==> src/rtl/tl_pkg.sv <==
// Shared types and lamp pattern constants for the traffic-light lamp monitor.
package tl_pkg;

  typedef enum logic [2:0] {
    IDLE       = 3'd0,
    RED        = 3'd1,
    RED_YELLOW = 3'd2,
    GREEN      = 3'd3,
    BLINK      = 3'd4,
    YELLOW     = 3'd5,
    ERROR      = 3'd6
  } phase_e;

  typedef enum logic [2:0] {
    NONE      = 3'd0,
    ILLEGAL   = 3'd1,
    ORDER     = 3'd2,
    EARLY     = 3'd3,
    OVERRUN   = 3'd4,
    BLINK_ERR = 3'd5
  } err_e;

  // Patterns are {red, yellow, green}.
  localparam logic [2:0] P_RED    = 3'b100;
  localparam logic [2:0] P_RY     = 3'b110;
  localparam logic [2:0] P_GREEN  = 3'b001;
  localparam logic [2:0] P_YELLOW = 3'b010;
  localparam logic [2:0] P_OFF    = 3'b000;

  function automatic logic is_illegal(input logic [2:0] pat);
    return (pat == 3'b011) || (pat == 3'b101) || (pat == 3'b111);
  endfunction

endpackage

==> src/rtl/tl_phase_timer.sv <==
// Phase duration counter: clear, load-1, saturating increment, period compare.
module tl_phase_timer #(
  parameter int unsigned CW = 8
) (
  input  logic          clk_i,
  input  logic          rst_i,
  input  logic          zero_i,
  input  logic          load_i,
  input  logic          inc_i,
  input  logic [CW-1:0] period_i,
  output logic [CW-1:0] cnt_o,
  output logic          at_period_o,
  output logic          odd_o
);

  always_ff @(posedge clk_i or posedge rst_i) begin
    if (rst_i) begin
      cnt_o <= '0;
    end else if (zero_i) begin
      cnt_o <= '0;
    end else if (load_i) begin
      cnt_o <= CW'(1);
    end else if (inc_i && (cnt_o != '1)) begin
      cnt_o <= cnt_o + CW'(1);
    end
  end

  assign at_period_o = (cnt_o == period_i);
  assign odd_o       = cnt_o[0];

endmodule

==> src/rtl/tl_lamp_monitor.sv <==
// Passive lamp-side checker: decodes lamp lines into a phase and checks order,
// durations and the blinking-green pattern; sticky first error, cycle count.
module tl_lamp_monitor
  import tl_pkg::*;
#(
  parameter int unsigned period_red          = 3,
  parameter int unsigned period_yellow_red   = 3,
  parameter int unsigned period_green        = 3,
  parameter int unsigned period_blinky_green = 3,
  parameter int unsigned period_yellow       = 3,
  parameter int unsigned CW                  = 8
) (
  input  logic          clk_i,
  input  logic          rst_i,
  input  logic          red_i,
  input  logic          yellow_i,
  input  logic          green_i,
  input  logic          clear_i,
  output logic [2:0]    phase_o,
  output logic          phase_valid_o,
  output logic          err_o,
  output logic [2:0]    err_code_o,
  output logic [CW-1:0] cycles_o
);

  phase_e        state_q, nxt_state, adv_state;
  err_e          fault;
  logic [2:0]    pat, own_pat, nxt_pat;
  logic [CW-1:0] period, cnt;
  logic          at_period, odd;
  logic          t_zero, t_load, t_inc, wrap;

  tl_phase_timer #(.CW(CW)) u_timer (
    .clk_i       (clk_i),
    .rst_i       (rst_i),
    .zero_i      (t_zero),
    .load_i      (t_load),
    .inc_i       (t_inc),
    .period_i    (period),
    .cnt_o       (cnt),
    .at_period_o (at_period),
    .odd_o       (odd)
  );

  // Per-phase table: own pattern, entry pattern of the successor, successor, period.
  always_comb begin
    own_pat   = P_RED;
    nxt_pat   = P_RY;
    adv_state = RED_YELLOW;
    period    = CW'(period_red);
    case (state_q)
      RED_YELLOW: begin own_pat = P_RY;     nxt_pat = P_GREEN;  adv_state = GREEN;  period = CW'(period_yellow_red);   end
      GREEN:      begin own_pat = P_GREEN;  nxt_pat = P_OFF;    adv_state = BLINK;  period = CW'(period_green);        end
      BLINK:      begin own_pat = P_OFF;    nxt_pat = P_YELLOW; adv_state = YELLOW; period = CW'(period_blinky_green); end
      YELLOW:     begin own_pat = P_YELLOW; nxt_pat = P_RED;    adv_state = RED;    period = CW'(period_yellow);       end
      default:    ;
    endcase
  end

  always_comb begin
    pat       = {red_i, yellow_i, green_i};
    nxt_state = state_q;
    fault     = NONE;
    t_zero    = 1'b0;
    t_load    = 1'b0;
    t_inc     = 1'b0;
    wrap      = 1'b0;
    if (clear_i) begin
      nxt_state = IDLE;
      t_zero    = 1'b1;
    end else if (state_q != ERROR) begin
      if (is_illegal(pat)) begin
        fault = ILLEGAL;
      end else if (state_q == IDLE) begin
        if (pat == P_RED) begin
          nxt_state = RED;
          t_load    = 1'b1;
        end
      end else if (pat == nxt_pat) begin
        if (cnt < period) begin
          fault = EARLY;
        end else begin
          nxt_state = adv_state;
          t_load    = 1'b1;
          wrap      = (state_q == YELLOW);
        end
      end else if ((state_q == BLINK) && ((pat == P_OFF) || (pat == P_GREEN))) begin
        // Incoming sample will be counted as cnt+1; green is lit on even counts.
        if (pat[0] != odd)   fault = BLINK_ERR;
        else if (at_period)  fault = OVERRUN;
        else                 t_inc = 1'b1;
      end else if ((state_q != BLINK) && (pat == own_pat)) begin
        if (at_period) fault = OVERRUN;
        else           t_inc = 1'b1;
      end else begin
        fault = ORDER;
      end
    end
    if (fault != NONE) nxt_state = ERROR;
  end

  always_ff @(posedge clk_i or posedge rst_i) begin
    if (rst_i) begin
      state_q       <= IDLE;
      phase_valid_o <= 1'b0;
      err_o         <= 1'b0;
      err_code_o    <= NONE;
      cycles_o      <= '0;
    end else begin
      state_q       <= nxt_state;
      phase_valid_o <= (nxt_state != IDLE) && (nxt_state != ERROR);
      if (clear_i) begin
        err_o      <= 1'b0;
        err_code_o <= NONE;
      end else if (fault != NONE) begin
        err_o      <= 1'b1;
        err_code_o <= fault;
      end
      if (wrap) cycles_o <= cycles_o + CW'(1);
    end
  end

  assign phase_o = state_q;

endmodule

==> config.mk <==
export PLATFORM = sky130hd
export DESIGN_NAME = tl_lamp_monitor
export DESIGN_NICKNAME = d
export VERILOG_FILES = /design/src/rtl/tl_pkg.sv /design/src/rtl/tl_phase_timer.sv /design/src/rtl/tl_lamp_monitor.sv
export SDC_FILE = /design/constraint.sdc
export NUM_CORES = 1
export LEC_CHECK = 0
export CAP_MARGIN = 0
export CORE_MARGIN = 4
export CORE_UTILIZATION = 55
export DETAILED_ROUTE_END_ITERATION = 10
export PLACE_DENSITY = 0.85
export RECOVER_POWER = 50
export SLEW_MARGIN = 20
export SYNTH_ARGS = -nofsm -noshare
export SYNTH_HDL_FRONTEND = slang
export SYNTH_SLANG_ARGS = --single-unit
==> constraint.sdc <==
create_clock -name clk_i -period 3.4 [get_ports clk_i]
set_clock_uncertainty 0.2 [all_clocks]
set_input_delay 0.68 -clock clk_i [delete_from_list [all_inputs] [get_ports clk_i]]
set_output_delay 0.68 -clock clk_i [all_outputs]
set_load 0.005 [all_outputs]
==> results of run 1 <==
==> worst register-to-register path, stage by stage (launching register included) <==
cell and delay [ns]:
dfrtp_1 0.39, inv_1 0.10, ha_1 0.43, nor2b_1 0.22, o32ai_1 0.16, and3_1 0.21
or3b_1 0.55, or4_1 0.54, a21oi_1 0.17
==> synth_stat cells (4+ instances only) <==
cell      n
or4_1     8
buf_6     4
nand4_1   5
o31ai_1   8
or3_1     4
inv_1     7
nor2b_1   5
o21ai_0  11
nand3_1  10
a21oi_1  11
and3_1    4
nand2_1  10
nor2_1    7
buf_2     8
dfrtp_1  24
a31oi_1   4
xnor2_1   5
nor3_1    7
==> layout make-up <==
type / count / area [µm²] / area share
repair buffers: 31 / 285 / 0.142
multi-input cells: 152 / 1010 / 0.501
clock buffers: 4 / 36.3 / 0.0180
inverters: 7 / 26.3 / 0.0131
flip-flops and latches: 24 / 601 / 0.299
well taps: 44 / 55.1 / 0.0274
==> worst max-delay path by stage <==
stage | from | end | slack (ns) | cells past startpoint
finish | red_i | u_timer.cnt_o[7] | 0.26 | 7
global route | red_i | u_timer.cnt_o[3] | 0.14 | 7
CTS | red_i | u_timer.cnt_o[7] | 0.27 | 7
detailed placement | red_i | u_timer.cnt_o[7] | -0.07 | 7
global placement | yellow_i | u_timer.cnt_o[5] | 0.09 | 7
floorplan | phase_o[1] | u_timer.cnt_o[3] | 0.40 | 12
==> per-layer routing <==
layer | track usage | vias to the layer above
li1 | - | 794
met4 | 0.0765 | 0
met1 | 0.263 | 770
met2 | 0.360 | 59
met5 | 0 | -
met3 | 0.0193 | 11
==> stage by stage <==
stage | setup WS (ns) | utilization
2_1_floorplan | 0.404 | -
3_3_place_gp | 0.0941 | 0.647
3_5_place_dp | -0.0685 | 0.647
4_1_cts | 0.271 | 0.659
5_1_grt | 0.136 | 0.659
6_report | 0.263 | 0.659
==> where the power goes <==
group / switching (µW) / internal [µW] / total, µW
sequential: 33.8 / 322 / 355
combinational: 382 / 277 / 659
clock: 87.7 / 65.6 / 153
total: 504 / 664 / 1170
==> registers in the layout (all words and copies together) (netlist names) <==
register	cells
phase_valid_o	1
err_o	1
u_timer.cnt_o	8
cycles_o	8
phase_o	3
err_code_o	3
==> cells by family after synthesis <==
family                     after synthesis  synth area share
DFF                                     24             0.345
buffers and inverters                   23            0.0769
AOI/OAI and AO/OA                       59             0.228
and+or+nand+nor                         81             0.282
xor gates and xnor gates                 8            0.0402
adders and majority gates                3            0.0216
muxes                                    1           0.00647
==> results_dict.tcl, run 1 <==
set metrics [dict create \
    fp-row-count 20 \
    final_cell_mix "24 x dfrtp_1, 12 x clkdlybuf4s50_1, 11 x o21ai_0, 11 x a21oi_1" \
    via_per_inst 6.24 \
    regToRegSetupSlack_ns 0.37 \
    antennaDiodeCount 0 \
    placed_cells 258 \
    dpl.hpwl_mm 3.06 \
    hp-class "reg -> reg" \
    ys_warn_count 0 \
    dr.first_iter.drc_count 88 \
    status "finished, final reports clean" \
    stdcell_area_um2 2010 \
    maxCapViolCount 0 \
    layout-drive-gt1-share 0.0826 \
    cts.reportedPaths.clkPinSlew_ns 0.13 \
    htree_num_levels 1 \
    whs_path_depth 1 \
    drt-pass1-iter-count 4 \
    nFillCells 279 \
    fin_crit_sh 0.923 \
    cts_sinks 24 \
    yosys.area.top_type_share 0.345 \
    critPathArrivalTime_ns 3.19 \
    cp_max_fo 16 \
    syn_nets 208 \
    path_class "in -> reg" \
    slew_viol_final 0 \
    yosysSeqAreaShare 0.345 \
    hold_buffers 0 \
    grt_max_degree 25 \
    critical-path-top-delay-family "simple AND/OR/NAND/NOR gates" \
    cts_setup_buffers 0 \
    antenna_found_initial 0 \
    final_cells 262 \
    cts_resized 0 \
    clock_path_buffers 2 \
    syn_avg_cell_area_um2 8.75 \
    min_to "cycles_o[7]" \
    synthesis.area_um2 1740 \
    syn2layout_area_growth_pct 15.4 \
    worstPathRequired_ns 3.45 \
    nets 228 \
    synth_top_cell_by_area "dfrtp_1" \
    die_y_um 64.3 \
    ys_ff_latch 24 \
    startpoint_type "primary input" \
    rsz0062_at_grt "no" \
    total_leakage_power_uw 0.000843 \
    cts-root-buf "clkbuf_4" \
    insertion_delay_ns 0.32 \
    dr.max_layer_used "met4" \
    cts_made_buffers 3 \
    hold_start "cycles_o[7]" \
    syn_inst 199 \
    ir_worst_vdd_mv 0.332 \
    synthTopCellsByArea "dfrtp_1 34%, o31ai_1 3.4%, or4_1 3.4%, a21oi_1 3.2%, o21ai_0 3.2%" \
    grt_pass1_vias 1541 \
    vias 1634 \
    r2r_end "u_timer.cnt_o[7]" \
    finalSetupViolations 0 \
    gp_congestion 0.866 \
    cp-end-kind "register" \
    cts_tree "done" \
    fp.dieArea_um2 4130 \
    drt-total-wl_mm 4.07 \
    start_util 0.570 \
    powerDensity_nw_per_um2 581 \
    finalSetupTns_ns 0 \
    r2r_start "phase_o[1]" \
    postSynth.asyncResetShare 1.00 \
    min_period_ns 3.14 \
    cp_num_buf_inv 1 \
    wl_met2_mm 2.00 \
    drc_errors 0 \
    tightest_slew_ns 0.866 \
    yosysUniqueCellTypes 49 \
    coreArea_um2 3050 \
    drt-wirelength-per-cell_um 15.5 \
    grt_usage 0.206 \
    place_area_um2 1970 \
    final_common_cell "dfrtp_1" \
    fmax_mhz 319 \
    slowest_stage "clkdlybuf4s50_1" \
    ant_nets 0 \
    ys.flop_type "dfrtp_1" \
    num_io_pins 22 \
    hold_slack_ns 0.275 \
    port_buffers 21 \
    wl_met3_um 200 \
    r2r_cells 8 \
    critPathMaxStageDelay_ns 0.64 \
    synth_edf_count 0 \
    met1_length_mm 1.79 \
    path_cells "clkdlybuf4s50_1 -> nor2b_1 -> o32ai_1 -> and3_1 -> or3b_1 -> or4_1 -> a21oi_1" \
    grt.overflow.total 0 \
    grt_pass1_wl_mm 6.80 \
    slew_headroom 0.422 \
    hold_viol_final 0 \
    p_total_uw 1170 \
    die_w_um 64.3 \
]
(Power assumes the default switching activity.)
==> run 2: changes to the inputs <==
--- a/config.mk
+++ b/config.mk
@@ -9,7 +9,7 @@
 export CORE_MARGIN = 4
 export CORE_UTILIZATION = 55
 export DETAILED_ROUTE_END_ITERATION = 10
-export PLACE_DENSITY = 0.85
+export PLACE_DENSITY = 0.89
 export RECOVER_POWER = 50
 export SLEW_MARGIN = 20
 export SYNTH_ARGS = -nofsm -noshare
==> run 2 against run 1 <==
Effect of this change: largest power group unchanged; via count fell by 0.31%; sequential power is 2% lower; hold slack improved by 0.017 ns; sequential share of layout area shrank 0.78 points; setup slack better by 0.14 ns; final cell count is 1.9% higher; largest cell class unchanged; maximum frequency increased by 4.6%.
==> results_dict.tcl, run 2 (synthesis gave the netlist of run 1 again) <==
set metrics [dict create \
    die_y_um 64.3 \
    vias 1629 \
    cts-root-buf "clkbuf_4" \
    drt-pass1-iter-count 4 \
    htree_num_levels 1 \
    fmax_mhz 334 \
    cts_sinks 24 \
    powerDensity_nw_per_um2 598 \
    port_buffers 21 \
    slew_headroom 0.424 \
    min_period_ns 3.00 \
    critPathArrivalTime_ns 3.05 \
    reg_top3 "cycles_o x8, u_timer.cnt_o x8" \
    path_class "in -> reg" \
    layout-drive-gt1-share 0.103 \
    swShare 0.399 \
    grt.overflow.total 0 \
    start_util 0.570 \
    worstPathRequired_ns 3.45 \
    maxCapViolCount 0 \
    die_w_um 64.3 \
    hold_viol_final 0 \
    status "finished, final reports clean" \
    fp-row-count 20 \
    cts_resized 0 \
    num_io_pins 22 \
    insertion_delay_ns 0.32 \
    nets 233 \
    slew_viol_final 0 \
    clkPwrFrac 0.167 \
    final_common_cell "dfrtp_1" \
    multi_input_comb_area_um2 1010 \
    switching_power_uw 492 \
    cts_setup_buffers 0 \
    seqPwrFrac 0.282 \
    clock_path_buffers 2 \
    dr.first_iter.drc_count 85 \
    seq_area_um2 601 \
    startpoint_type "primary input" \
    grt_pass1_vias 1492 \
    gp_congestion 0.891 \
    syn2layout_area_growth_pct 18.5 \
    p_total_uw 1230 \
    ir_worst_vdd_mv 0.314 \
    placed_cells 263 \
    drt-total-wl_mm 3.86 \
    finalSetupViolations 0 \
    fin_crit_sh 0.882 \
    antenna_found_initial 0 \
    hp-class "reg -> reg" \
    tightest_slew_ns 0.863 \
    drc_errors 0 \
    regToRegSetupSlack_ns 0.45 \
    grt_pass1_wl_mm 6.66 \
    cp_max_fo 15 \
    grt_max_degree 25 \
    cts.reportedPaths.clkPinSlew_ns 0.13 \
    final_cells 267 \
    cp-end-kind "register" \
    antennaDiodeCount 0 \
    via_per_inst 6.10 \
    rsz0062_at_grt "no" \
    final_cell_mix "24 x dfrtp_1, 15 x buf_4, 12 x clkdlybuf4s50_1" \
    hold_buffers 0 \
    coreArea_um2 3050 \
    nFillCells 271 \
    grt_usage 0.199 \
    power_frac_comb 0.551 \
    dpl.hpwl_mm 2.95 \
    drt-wirelength-per-cell_um 14.5 \
    ant_nets 0 \
    internal_power_uw 743 \
    finalSetupTns_ns 0 \
    fp.dieArea_um2 4130 \
    cts_tree "done" \
    total_leakage_power_uw 0.000873 \
    cts_made_buffers 3 \
]
## run 2: area by class of cell
class | instances | share of cell area
well taps | 44 | 0.0267
clock inverters | 1 | 0.0145
repair buffers | 36 | 0.156
flip-flops and latches | 24 | 0.291
inverters | 7 | 0.0127
multi-input cells | 152 | 0.488
clock buffers | 3 | 0.0109
## run 2: metrics by stage
step	hold WS (ns)	instance area [µm²]	setup slack (ns)	utilization
3_5_place_dp	0.287	2010	0.0697	0.659
4_1_cts	0.309	2060	0.413	0.676
5_1_grt	0.327	2060	0.216	0.676
3_3_place_gp	0.260	2010	0.155	0.659
2_1_floorplan	0.268	1740	0.404	-
6_report	0.292	2060	0.402	0.676
## run 2: worst paths after layout
check | from | endpoint | cells after the start
min in group asynchronous | rst_i | u_timer.cnt_o[3] | 2
hold / removal | cycles_o[7] | cycles_o[7] | 1
hold reg to reg | cycles_o[7] | cycles_o[7] | 1
setup / recovery | green_i | u_timer.cnt_o[5] | 7
max in group asynchronous | rst_i | err_code_o[0] | 2
setup reg to reg | phase_o[1] | u_timer.cnt_o[5] | 8
## run 2: routing by layer
metal  vias to the layer above  wire, µm  global-route usage
met3                         4       165              0.0351
met1                       770      1870               0.282
met2                        45      1800               0.312
li1                        810         -                   -
met4                         0        29              0.0501
met5                         -         0                   0
## run 2: power groups by stage
stage / registers, µW / logic, µW / clock network [µW]
finish: 348 / 681 / 206
global route: 354 / 755 / 228
CTS: 349 / 681 / 211
detailed placement: 355 / 679 / 0
global placement: 355 / 668 / 0
floorplan: 361 / 512 / 0
## run 2: worst max-delay path, stage by stage
cell and delay, ns:
clkdlybuf4s50_1 0.70, nand2b_1 0.16, o32ai_1 0.10, and3_1 0.18, or3b_1 0.53, or4_1 0.52
a21oi_1 0.17
